==> config.mk <==
export PLATFORM = sky130hd
export DESIGN_NAME = irrigation_valve_driver
export DESIGN_NICKNAME = d
export VERILOG_FILES = /design/src/rtl/irrigation_valve_driver.sv
export SDC_FILE = /design/constraint.sdc
export NUM_CORES = 1
export LEC_CHECK = 0
export ABC_AREA = 1
export CORE_ASPECT_RATIO = 1.1
export CORE_UTILIZATION = 52
export CTS_CLUSTER_DIAMETER = 50
export CTS_CLUSTER_SIZE = 16
export DETAILED_ROUTE_END_ITERATION = 8
export PLACE_DENSITY = 0.75
export SYNTH_ARGS = -nofsm -noshare
export SYNTH_HDL_FRONTEND = slang
export SYNTH_SLANG_ARGS = --single-unit
==> constraint.sdc <==
create_clock -name clk -period 2.1 [get_ports clk]
set_clock_uncertainty 0.05 [all_clocks]
set_input_delay 0.525 -clock clk [delete_from_list [all_inputs] [get_ports clk]]
set_output_delay 0.525 -clock clk [all_outputs]
set_load 0.1 [all_outputs]
==> src/rtl/irrigation_valve_driver.sv <==
// Irrigation valve/pump sequencer: settle, pump run (min/max bounded), drain, close.
// Define IRRIG_ALTERNATE_EN to serve at most one area per watering cycle (round-robin).
module irrigation_valve_driver #(
    parameter int SETTLE_CYCLES = 4,
    parameter int MIN_ON_CYCLES = 8,
    parameter int MAX_ON_CYCLES = 64
) (
    input  logic       clk,
    input  logic       rst_n,
    input  logic [1:0] req,
    input  logic       fault_clr,
    output logic [1:0] valve,
    output logic       pump,
    output logic       busy,
    output logic [1:0] fault
);

    typedef enum logic [1:0] {
        ST_IDLE,
        ST_OPEN,
        ST_PUMP,
        ST_DRAIN
    } state_e;

    localparam logic [15:0] SETTLE_LAST = 16'(SETTLE_CYCLES - 1);
    localparam logic [15:0] MIN_ON      = 16'(MIN_ON_CYCLES);
    localparam logic [15:0] MAX_ON      = 16'(MAX_ON_CYCLES);

    state_e      state_q, state_d;
    logic [1:0]  mask_q, mask_d;
    logic [15:0] cnt_q, cnt_d;
    logic [1:0]  fault_q, fault_d;
    logic [1:0]  eff;
    logic [1:0]  pending;
    logic [15:0] on_done;
`ifdef IRRIG_ALTERNATE_EN
    logic        rr_q, rr_d;
`endif

    assign eff     = req & ~fault_q;
    assign pending = req & mask_q;
    // Pump cycles completed including the current one.
    assign on_done = cnt_q + 16'd1;

    // NOTE: every signal gets a default before the case so no path leaves it unassigned (no latch).
    always_comb begin
        state_d = state_q;
        mask_d  = mask_q;
        cnt_d   = cnt_q;
        fault_d = fault_clr ? 2'b00 : fault_q;
`ifdef IRRIG_ALTERNATE_EN
        rr_d    = rr_q;
`endif
        unique case (state_q)
            ST_IDLE: begin
                if (eff != 2'b00) begin
`ifdef IRRIG_ALTERNATE_EN
                    if (eff == 2'b11) begin
                        mask_d = rr_q ? 2'b10 : 2'b01;
                        rr_d   = ~rr_q;
                    end else begin
                        mask_d = eff;
                    end
`else
                    mask_d = eff;
`endif
                    cnt_d   = 16'd0;
                    state_d = ST_OPEN;
                end
            end
            ST_OPEN: begin
                if (cnt_q == SETTLE_LAST) begin
                    cnt_d   = 16'd0;
                    state_d = ST_PUMP;
                end else begin
                    cnt_d = cnt_q + 16'd1;
                end
            end
            ST_PUMP: begin
                if (on_done >= MIN_ON && pending == 2'b00) begin
                    cnt_d   = 16'd0;
                    state_d = ST_DRAIN;
                end else if (on_done == MAX_ON) begin
                    // A timeout set overrides a simultaneous clear for the newly faulting bits.
                    fault_d = fault_d | pending;
                    cnt_d   = 16'd0;
                    state_d = ST_DRAIN;
                end else begin
                    cnt_d = cnt_q + 16'd1;
                end
            end
            ST_DRAIN: begin
                if (cnt_q == SETTLE_LAST) begin
                    cnt_d   = 16'd0;
                    mask_d  = 2'b00;
                    state_d = ST_IDLE;
                end else begin
                    cnt_d = cnt_q + 16'd1;
                end
            end
            default: begin
                cnt_d   = 16'd0;
                mask_d  = 2'b00;
                state_d = ST_IDLE;
            end
        endcase
    end

    // NOTE: sequential state uses non-blocking assignments so all registers update together.
    always_ff @(posedge clk or negedge rst_n) begin
        if (!rst_n) begin
            state_q <= ST_IDLE;
            mask_q  <= 2'b00;
            cnt_q   <= 16'd0;
            fault_q <= 2'b00;
        end else begin
            state_q <= state_d;
            mask_q  <= mask_d;
            cnt_q   <= cnt_d;
            fault_q <= fault_d;
        end
    end

`ifdef IRRIG_ALTERNATE_EN
    always_ff @(posedge clk or negedge rst_n) begin
        if (!rst_n) begin
            rr_q <= 1'b0;
        end else begin
            rr_q <= rr_d;
        end
    end
`endif

    // Moore outputs: decoded from registered state only, so reset clears them immediately.
    assign valve = (state_q != ST_IDLE) ? mask_q : 2'b00;
    assign pump  = (state_q == ST_PUMP);
    assign busy  = (state_q != ST_IDLE);
    assign fault = fault_q;

endmodule
==> metrics.txt, run 1 <==
maximum clock frequency=0.464 GHz; first-pass GRT wire length=6270 microns; starting density of the core=0.557; initial antenna violation count=0; worst-margin pin slew=588 ps; critical path arrival=2340 ps; vias=1571; Clock Sink Count=22; outcome=finished with violations; clk_lat worst skew=330 ps; commonest non-fill, non-tap cell in the layout=nand2_1; Design Area, Final=2020 sq um; Area Growth Syn to Fin=29.2%; Filler cells=214; Worst setup endpoint=cnt_q[4]; LEAKAGE=0.000907 uW; Worst Path Required=2280 ps; final WL=3970 microns; nets=263; die area=3230 sq um; R2R Setup Slk=-50 ps; Worst Path Max Fanout=8; combinational share of power=0.639; CTS buffer count=3; Reg2Reg Depth=14; ant diodes=0; Fin Setup TNS=-452 ps; final hold vios=0; crit path launch type=flip-flop; Detail Route Antenna Nets=0; total track usage=0.270; period utilization=1.03; crit end category=flip-flop; Core ar.=2800 sq um; largest net degree at the start of global routing=23; min-delay worst type=in2async; Setup Viol. Count Final=17; Mapped Cells=226; initial drt markers=48; die height=59.5 microns; Reg power frac=0.245; HPWL Detailed=2800 microns; failing checks=negative setup slack; fin util=0.720; Syn Nets=238; Synth warnings=0; WS Path Type=reg2reg; vias in the first global route=1414; placed insts=277; port buffer count=10; VDD IR max=1610 uV; Pint=1070 uW; Avg Synthesized Cell Area=6.91 sq um; clock root buffer=clkbuf_4; clock buffer depth=2; die width=54.3 microns; I/O pin count=11; cell row count=20; Reg2Reg Capture Point=cnt_q[4]; Clock Power Share=0.116; drt pass-1 iters=4; Worst Slack Setup Final=-54.8 ps; sequential area share after synthesis=0.353; NetSw=1120 uW; clock transition at the registers of the reported paths=130 ps; post-synth cell types=25; DR vias/cell=5.55; htree depth=1; DR WL/cell=14.0 microns; Slew Viols, Final=0; DRC Markers=0; FF+latch count, synth=22; Multi-input gate area=1050 sq um; Register Area=557 sq um; CP startpoint=cnt_q[1]; CTS hold repair buffers=0; switching share of power=0.512; GPL Wtd Cong=0.951; relative slew slack=0.608; unrepaired setup endpoints after global routing=true; max cap viols=0; Power Density=1090 nW/um^2; min Tclk post-route=2150 ps; Cell Area, Synth=1560 sq um; Post-Layout Cell Count=283; total congestion overflow=0; TritonCTS clock tree=done; fraction of layout instances using a drive strength above 1=0.280; RR Startpoint=cnt_q[1]; placed cell areas=1800 sq um; most frequent cells in the layout=nand2_1 (59), inv_1 (27), nor2_1 (22)
-- final cells by class --
| cell class | count | share of cell area |
|---|---|---|
| Multi-Input combinational cell | 174 | 0.520 |
| Sequential cell | 22 | 0.276 |
| Timing Repair Buffer | 22 | 0.113 |
| Inverter | 28 | 0.0521 |
| Tap cell | 33 | 0.0205 |
| Clock buffer | 4 | 0.0180 |
-- timing repair --
item,in CTS,in global routing
pin swaps,0,8
cloned,0,1
endpoints found under the setup margin,17,22
setup buffers,0,1
resized for setup,1,36
-- routing by layer --
layer / global-route usage / vias up / wire length, microns
met5: 0 / - / 0
met4: 0.103 / 0 / 72
met3: 0.0333 / 7 / 119
met2: 0.446 / 43 / 2040
met1: 0.351 / 743 / 1740
li1: - / 778 / -
-- stage by stage --
| stage | setup slack, ps | hold slack (ps) | total power [uW] |
|---|---|---|---|
| detailed placement | -25.8 | 475 | 1710 |
| global placement | -2.63 | 474 | 1690 |
| finish | -54.8 | 479 | 2190 |
| global route | -185 | 530 | 2300 |
| floorplan | -424 | 179 | 1350 |
| CTS | -1.47 | 498 | 1960 |
-- logic make-up after synthesis --
kind of cell / Yosys count / share of synthesized area
and+or+nand+nor: 140 / 0.409
buffers and inverters: 31 / 0.0793
AOI/OAI and AO/OA: 23 / 0.0817
DFF: 22 / 0.353
adders and majority gates: 7 / 0.0561
xor gates and xnor gates: 3 / 0.0216
-- registers in the layout, indices dropped and copies added, names as in the netlist --
register	flops
cnt_q	16
fault	2
mask_q	2
state_q	2
-- critical path, stage by stage, from the launching register on --
cell	delay [ps]
dfrtp_1	410
buf_4	150
nand3_1	110
buf_4	160
xor2_1	160
nor2_1	120
nand3_1	130
nor2_1	140
nand3_2	100
nand2_2	70
inv_2	60
nand2_8	110
nand2_8	90
nand3_1	110
nand2_1	60
-- power by group through the flow --
stage	clock (uW)	sequential (uW)	combinational, uW
2_1_floorplan	0	536	812
3_3_place_gp	0	534	1160
3_5_place_dp	0	535	1170
4_1_cts	259	527	1180
5_1_grt	272	544	1480
6_report	254	536	1400
-- worst min path at each step --
stage	start	slack, ps	to
after floorplan	rst_n	180	cnt_q[0]
after global placement	state_q[1]	470	state_q[1]
after detailed placement	state_q[0]	470	state_q[0]
after CTS	rst_n	500	cnt_q[4]
after global routing	rst_n	530	cnt_q[4]
final	rst_n	480	cnt_q[4]
-- cells in the mapped netlist --
library cell,n,area share
or2_2,2,0.0080
xor2_1,2,0.011
inv_1,27,0.065
buf_6,1,0.0072
nor2_1,27,0.065
clkbuf_1,2,0.0048
nand3_2,2,0.013
nor4_1,1,0.0040
nand2_1,66,0.16
nand2_4,2,0.014
o21bai_1,1,0.0048
nand2_2,4,0.016
o21ai_0,8,0.026
inv_2,1,0.0024
nand4_1,8,0.032
o22ai_1,2,0.0080
dfrtp_1,22,0.35
ha_1,7,0.056
o32ai_1,2,0.011
o21ai_1,6,0.019
xor2_2,1,0.010
nand3_1,22,0.071
a21oi_1,4,0.013
nor2_2,5,0.020
nor2_4,1,0.0072
Note: power is estimated with default switching activity, not from simulation.
==> run 2, diff against run 1 <==
--- a/config.mk
+++ b/config.mk
@@ -6,12 +6,15 @@
 export NUM_CORES = 1
 export LEC_CHECK = 0
 export ABC_AREA = 1
+export CAP_MARGIN = 10
 export CORE_ASPECT_RATIO = 1.1
 export CORE_UTILIZATION = 52
 export CTS_CLUSTER_DIAMETER = 50
 export CTS_CLUSTER_SIZE = 16
 export DETAILED_ROUTE_END_ITERATION = 8
 export PLACE_DENSITY = 0.75
+export SETUP_SLACK_MARGIN = 0.4
+export SLEW_MARGIN = 10
 export SYNTH_ARGS = -nofsm -noshare
 export SYNTH_HDL_FRONTEND = slang
 export SYNTH_SLANG_ARGS = --single-unit
==> run 2 against run 1 <==
  * The run still ends with negative setup slack left
  * Via count increased by 5.0%
  * Register-to-register slack about the same
  * Count of clock-buffer cells in the layout stayed put
  * Critical endpoint is now cnt_q[5]
  * Largest cell class unchanged
  * Largest power group unchanged
==> metrics.txt, run 2 (synthesis results as in run 1) <==
outcome=finished with violations; failing checks=negative setup slack; Setup Viol. Count Final=2; WS Path Type=reg2reg; VDD IR max=1140 uV; fraction of layout instances using a drive strength above 1=0.404; total congestion overflow=0; Worst path most repeated cell=nand2_1; Core ar.=2800 sq um; final hold vios=0; RR Startpoint=cnt_q[1]; max incr delay on CP=430 ps; initial drt markers=97; Buf/Inv on CP=0; starting density of the core=0.557; port buffer count=10; final WL=4630 microns; clk_lat worst skew=310 ps; nets=273; max cap viols=0; DRC Markers=0; total track usage=0.307; unrepaired setup endpoints after global routing=true; CTS hold repair buffers=0; min Tclk post-route=2170 ps; TritonCTS clock tree=done; Slew Viols, Final=0; GPL Wtd Cong=0.922; worst-margin pin slew=569 ps; drt pass-1 iters=4; R2R Setup Slk=-70 ps; LEAKAGE=0.00102 uW; Worst path slowest cell=dfrtp_1; Worst Path Required=2280 ps; Post-Layout Cell Count=293; Clock Sink Count=22; clock buffer depth=2; min-delay worst type=in2async; Reg2Reg Depth=13; cell row count=20; DR WL/cell=15.8 microns; Crit path max-delay family=simple AND/OR/NAND/NOR gates; Power Density=1080 nW/um^2; vias in the first global route=1602; I/O pin count=11; CTS buffer count=3; first-pass GRT wire length=7070 microns; largest net degree at the start of global routing=23; max reg flops=16; critical path arrival=2350 ps; die area=3230 sq um; Final Power=2470 uW; die width=54.3 microns; pre-CTS setup slack=-50.9 ps; critical path, cell by cell=ha_4, nand3_4, nor2_4, nand4_1, nand2_1, nand2_1, nor2_2, nand3_1, nand2_1, nand2_8, nand2_8, nand2_2, o21ai_1; htree depth=1; vias=1649; clock transition at the registers of the reported paths=130 ps; Worst Path Max Fanout=8; crit path launch type=flip-flop; period utilization=1.03; ant diodes=0; clock root buffer=clkbuf_4; fin util=0.814; crit end category=flip-flop; placed insts=277; Detail Route Antenna Nets=0; maximum clock frequency=0.461 GHz; Area Growth Syn to Fin=46.1%; relative slew slack=0.621; DR vias/cell=5.63; Worst Slack Setup Final=-68.6 ps; Reg2Reg Capture Point=cnt_q[5]; die height=59.5 microns; HPWL Detailed=2820 microns; initial antenna violation count=0; commonest non-fill, non-tap cell in the layout=nand2_1; most flop-heavy register=cnt_q; most frequent cells in the layout=nand2_1 (52), inv_1 (20), nor2_1 (20)
run 2: where the power goes:
part	switching [uW]	internal, uW	total [uW]	leakage [uW]
Combinational	1090	611	1700	0.000708
Clock	131	106	236	0.0000210
Sequential	49.1	484	533	0.000293
Total	1270	1200	2470	0.00102
run 2: metal layers:
layer,global-route usage,wire length [microns],up-vias,share of wire
met4,0.176,176,0,0.038
li1,-,-,802,-
met5,0,0,-,0
met1,0.397,1890,764,0.41
met3,0.0385,254,21,0.055
met2,0.481,2300,62,0.50
run 2: stage by stage:
| step | TNS [ps] | instance area, sq um | hold slack (ps) |
|---|---|---|---|
| 6_report | -70.0 | 2280 | 496 |
| 5_1_grt | -1710 | 2280 | 503 |
| 4_1_cts | 0 | 2180 | 498 |
| 3_5_place_dp | -251 | 1880 | 489 |
| 3_3_place_gp | -60.2 | 1880 | 487 |
| 2_1_floorplan | 0 | 1620 | 179 |
run 2: cell type report:
type / instances / area [sq um]
Tap cell: 33 / 41.3
Fill cell: 173 / 522
Inverter: 28 / 111
Sequential cell: 22 / 559
Timing Repair Buffer: 32 / 337
Clock buffer: 4 / 36.3
Multi-Input combinational cell: 174 / 1200
run 2: repair_timing:
item / in CTS / in global routing
setup endpoints to repair: 26 / 26
pin swaps: 24 / 14
buffers inserted: 8 / 3
cloned: 1 / 0
gates resized for setup: 49 / 20
run 2: worst max path at each step:
stage	slack, ps	start	to	depth (start not counted)
2_1_floorplan	130	cnt_q[0]	cnt_q[11]	14
4_1_cts	80	cnt_q[1]	state_q[0]	16
3_3_place_gp	-20	req[0]	cnt_q[0]	8
5_1_grt	-150	cnt_q[0]	cnt_q[5]	13
6_report	-70	cnt_q[1]	cnt_q[5]	13
3_5_place_dp	-50	req[0]	cnt_q[6]	8
==> run 3, diff against run 2 <==
--- a/config.mk
+++ b/config.mk
@@ -6,6 +6,7 @@
 export NUM_CORES = 1
 export LEC_CHECK = 0
 export ABC_AREA = 1
+export ABC_CLOCK_PERIOD_IN_PS = 2100
 export CAP_MARGIN = 10
 export CORE_ASPECT_RATIO = 1.1
 export CORE_UTILIZATION = 52
@@ -13,6 +14,7 @@
 export CTS_CLUSTER_SIZE = 16
 export DETAILED_ROUTE_END_ITERATION = 8
 export PLACE_DENSITY = 0.75
+export REMOVE_ABC_BUFFERS = 1
 export SETUP_SLACK_MARGIN = 0.4
 export SLEW_MARGIN = 10
 export SYNTH_ARGS = -nofsm -noshare
==> run 3 against run 2 <==
  * The run still ends with negative setup slack left
  * Total power is 0.77% higher
  * Combinational power up 3%
  * Setup slack improved by 40 ps
  * Cell area decreased by 3.6%
  * Largest power group unchanged
  * Critical path depth up 3
  * Sequential power up 2%
  * Wire length fell by 4.0%
  * Sequential share of layout area grew 0.75 points
  * Worst hold slack got worse by 0.61 ps
  * Largest cell class unchanged
  * Register-to-register slack better by 40 ps
  * Flip-flop and latch count unchanged
  * Clock power fell by 14%
==> metrics.txt, run 3 (synthesis results as in run 1) <==
outcome=finished with violations; failing checks=negative setup slack; clock transition at the registers of the reported paths=130 ps; ant diodes=0; die width=54.3 microns; Worst Path Required=2260 ps; max incr delay on CP=460 ps; Design Area, Final=2200 sq um; max reg flops=16; htree depth=1; total track usage=0.292; cell row count=20; crit path launch type=flip-flop; DR vias/cell=5.67; initial drt markers=82; total congestion overflow=0; CTS buffer count=3; Crit path max-delay family=simple AND/OR/NAND/NOR gates; Post-Layout Cell Count=292; LEAKAGE=0.000966 uW; Fin Setup TNS=-167 ps; Worst Path Max Fanout=8; critical path arrival=2290 ps; Detail Route Antenna Nets=0; DRC Markers=0; HPWL Detailed=2740 microns; die area=3230 sq um; die height=59.5 microns; min Tclk post-route=2130 ps; clk_lat worst skew=320 ps; critical path, cell by cell=ha_4, nand2_2, nor2_1, buf_4, nand3_1, nand2_1, nand2_1, nand3_1, nor2_2, nand3_2, nand2_2, inv_4, nand2_8, nand2_8, nand2_2, o21ai_1; clock buffer depth=2; Final Power=2490 uW; relative slew slack=0.595; final WL=4440 microns; DR WL/cell=15.2 microns; Clock Sink Count=22; most flop-heavy register=cnt_q; initial antenna violation count=0; period utilization=1.01; commonest non-fill, non-tap cell in the layout=nand2_1; final hold vios=0; min-delay worst type=in2async; CTS hold repair buffers=0; most frequent cells in the layout=nand2_1 (51), inv_1 (22), nor2_1 (20); VDD IR max=1530 uV; placed insts=274; starting density of the core=0.557; port buffer count=10; Buf/Inv on CP=2; first-pass GRT wire length=6820 microns; Core ar.=2800 sq um; nets=273; vias in the first global route=1577; clock root buffer=clkbuf_4; unrepaired setup endpoints after global routing=true; Worst Slack Setup Final=-28.8 ps; Area Growth Syn to Fin=40.8%; Power Density=1130 nW/um^2; Filler cells=189; largest net degree at the start of global routing=23; vias=1657; Setup Viol. Count Final=13; Worst path most repeated cell=nand2_2; Slew Viols, Final=0; crit end category=flip-flop; Worst path slowest cell=dfrtp_2; GPL Wtd Cong=0.883; placed cell areas=1780 sq um; I/O pin count=11; maximum clock frequency=0.470 GHz; fraction of layout instances using a drive strength above 1=0.390; drt pass-1 iters=4; TritonCTS clock tree=done; WS Path Type=reg2reg; worst-margin pin slew=606 ps; pre-CTS setup slack=-12.0 ps; max cap viols=0
[run 3: cell count changes in the layout (fill, tap and decap cells not counted), moves of 3 or more]
cell     previous run  this run
nand3_1            10        14
nand2_2            14        18
nor2_4              8         4
nand3_2            13         9
nand2_4             4         1
dfrtp_2             1         4
nor2_2              5         9
[run 3: layer usage]
| metal | vias to the layer above | share of wire | GRT usage |
|---|---|---|---|
| met5 | - | 0 | 0 |
| li1 | 798 | - | - |
| met3 | 7 | 0.049 | 0.0487 |
| met1 | 794 | 0.44 | 0.375 |
| met2 | 58 | 0.49 | 0.467 |
| met4 | 0 | 0.020 | 0.139 |
[run 3: timing repair]
action,in CTS,in global routing
setup buffers,9,5
cloned,1,0
hold endpoints to repair,0,0
endpoints found under the setup margin,24,26
resized for setup,31,46
pin swaps,3,22
[run 3: power by group]
part	internal, uW	leakage (uW)	switching, uW	total, uW
clock network	67.3	0.0000138	136	203
logic	642	0.000660	1100	1750
registers	486	0.000293	56.4	543
[run 3: stage by stage]
stage | hold WS, ps | utilization
floorplan | 179 | -
global placement | 470 | 0.635
detailed placement | 476 | 0.635
CTS | 503 | 0.715
global route | 511 | 0.784
finish | 495 | 0.784
[run 3: path summary, 6_finish.rpt]
check	start	to	slack, ps	depth (start not counted)
max in group asynchronous	rst_n	cnt_q[6]	1260	2
min in group clk	fault[1]	fault[1]	510	2
max reg2reg	cnt_q[1]	cnt_q[8]	-30	16
max	cnt_q[1]	cnt_q[8]	-30	16
min	rst_n	cnt_q[9]	500	2
min reg2reg	fault[1]	fault[1]	510	2
[run 3: cell type report]
type,count,area [sq um],area share
Inverter,28,110,0.0501
Clock buffer,3,22.5,0.0102
Multi-Input combinational cell,174,1150,0.523
Tap cell,33,41.3,0.0188
Sequential cell,22,556,0.253
Timing Repair Buffer,32,319,0.145
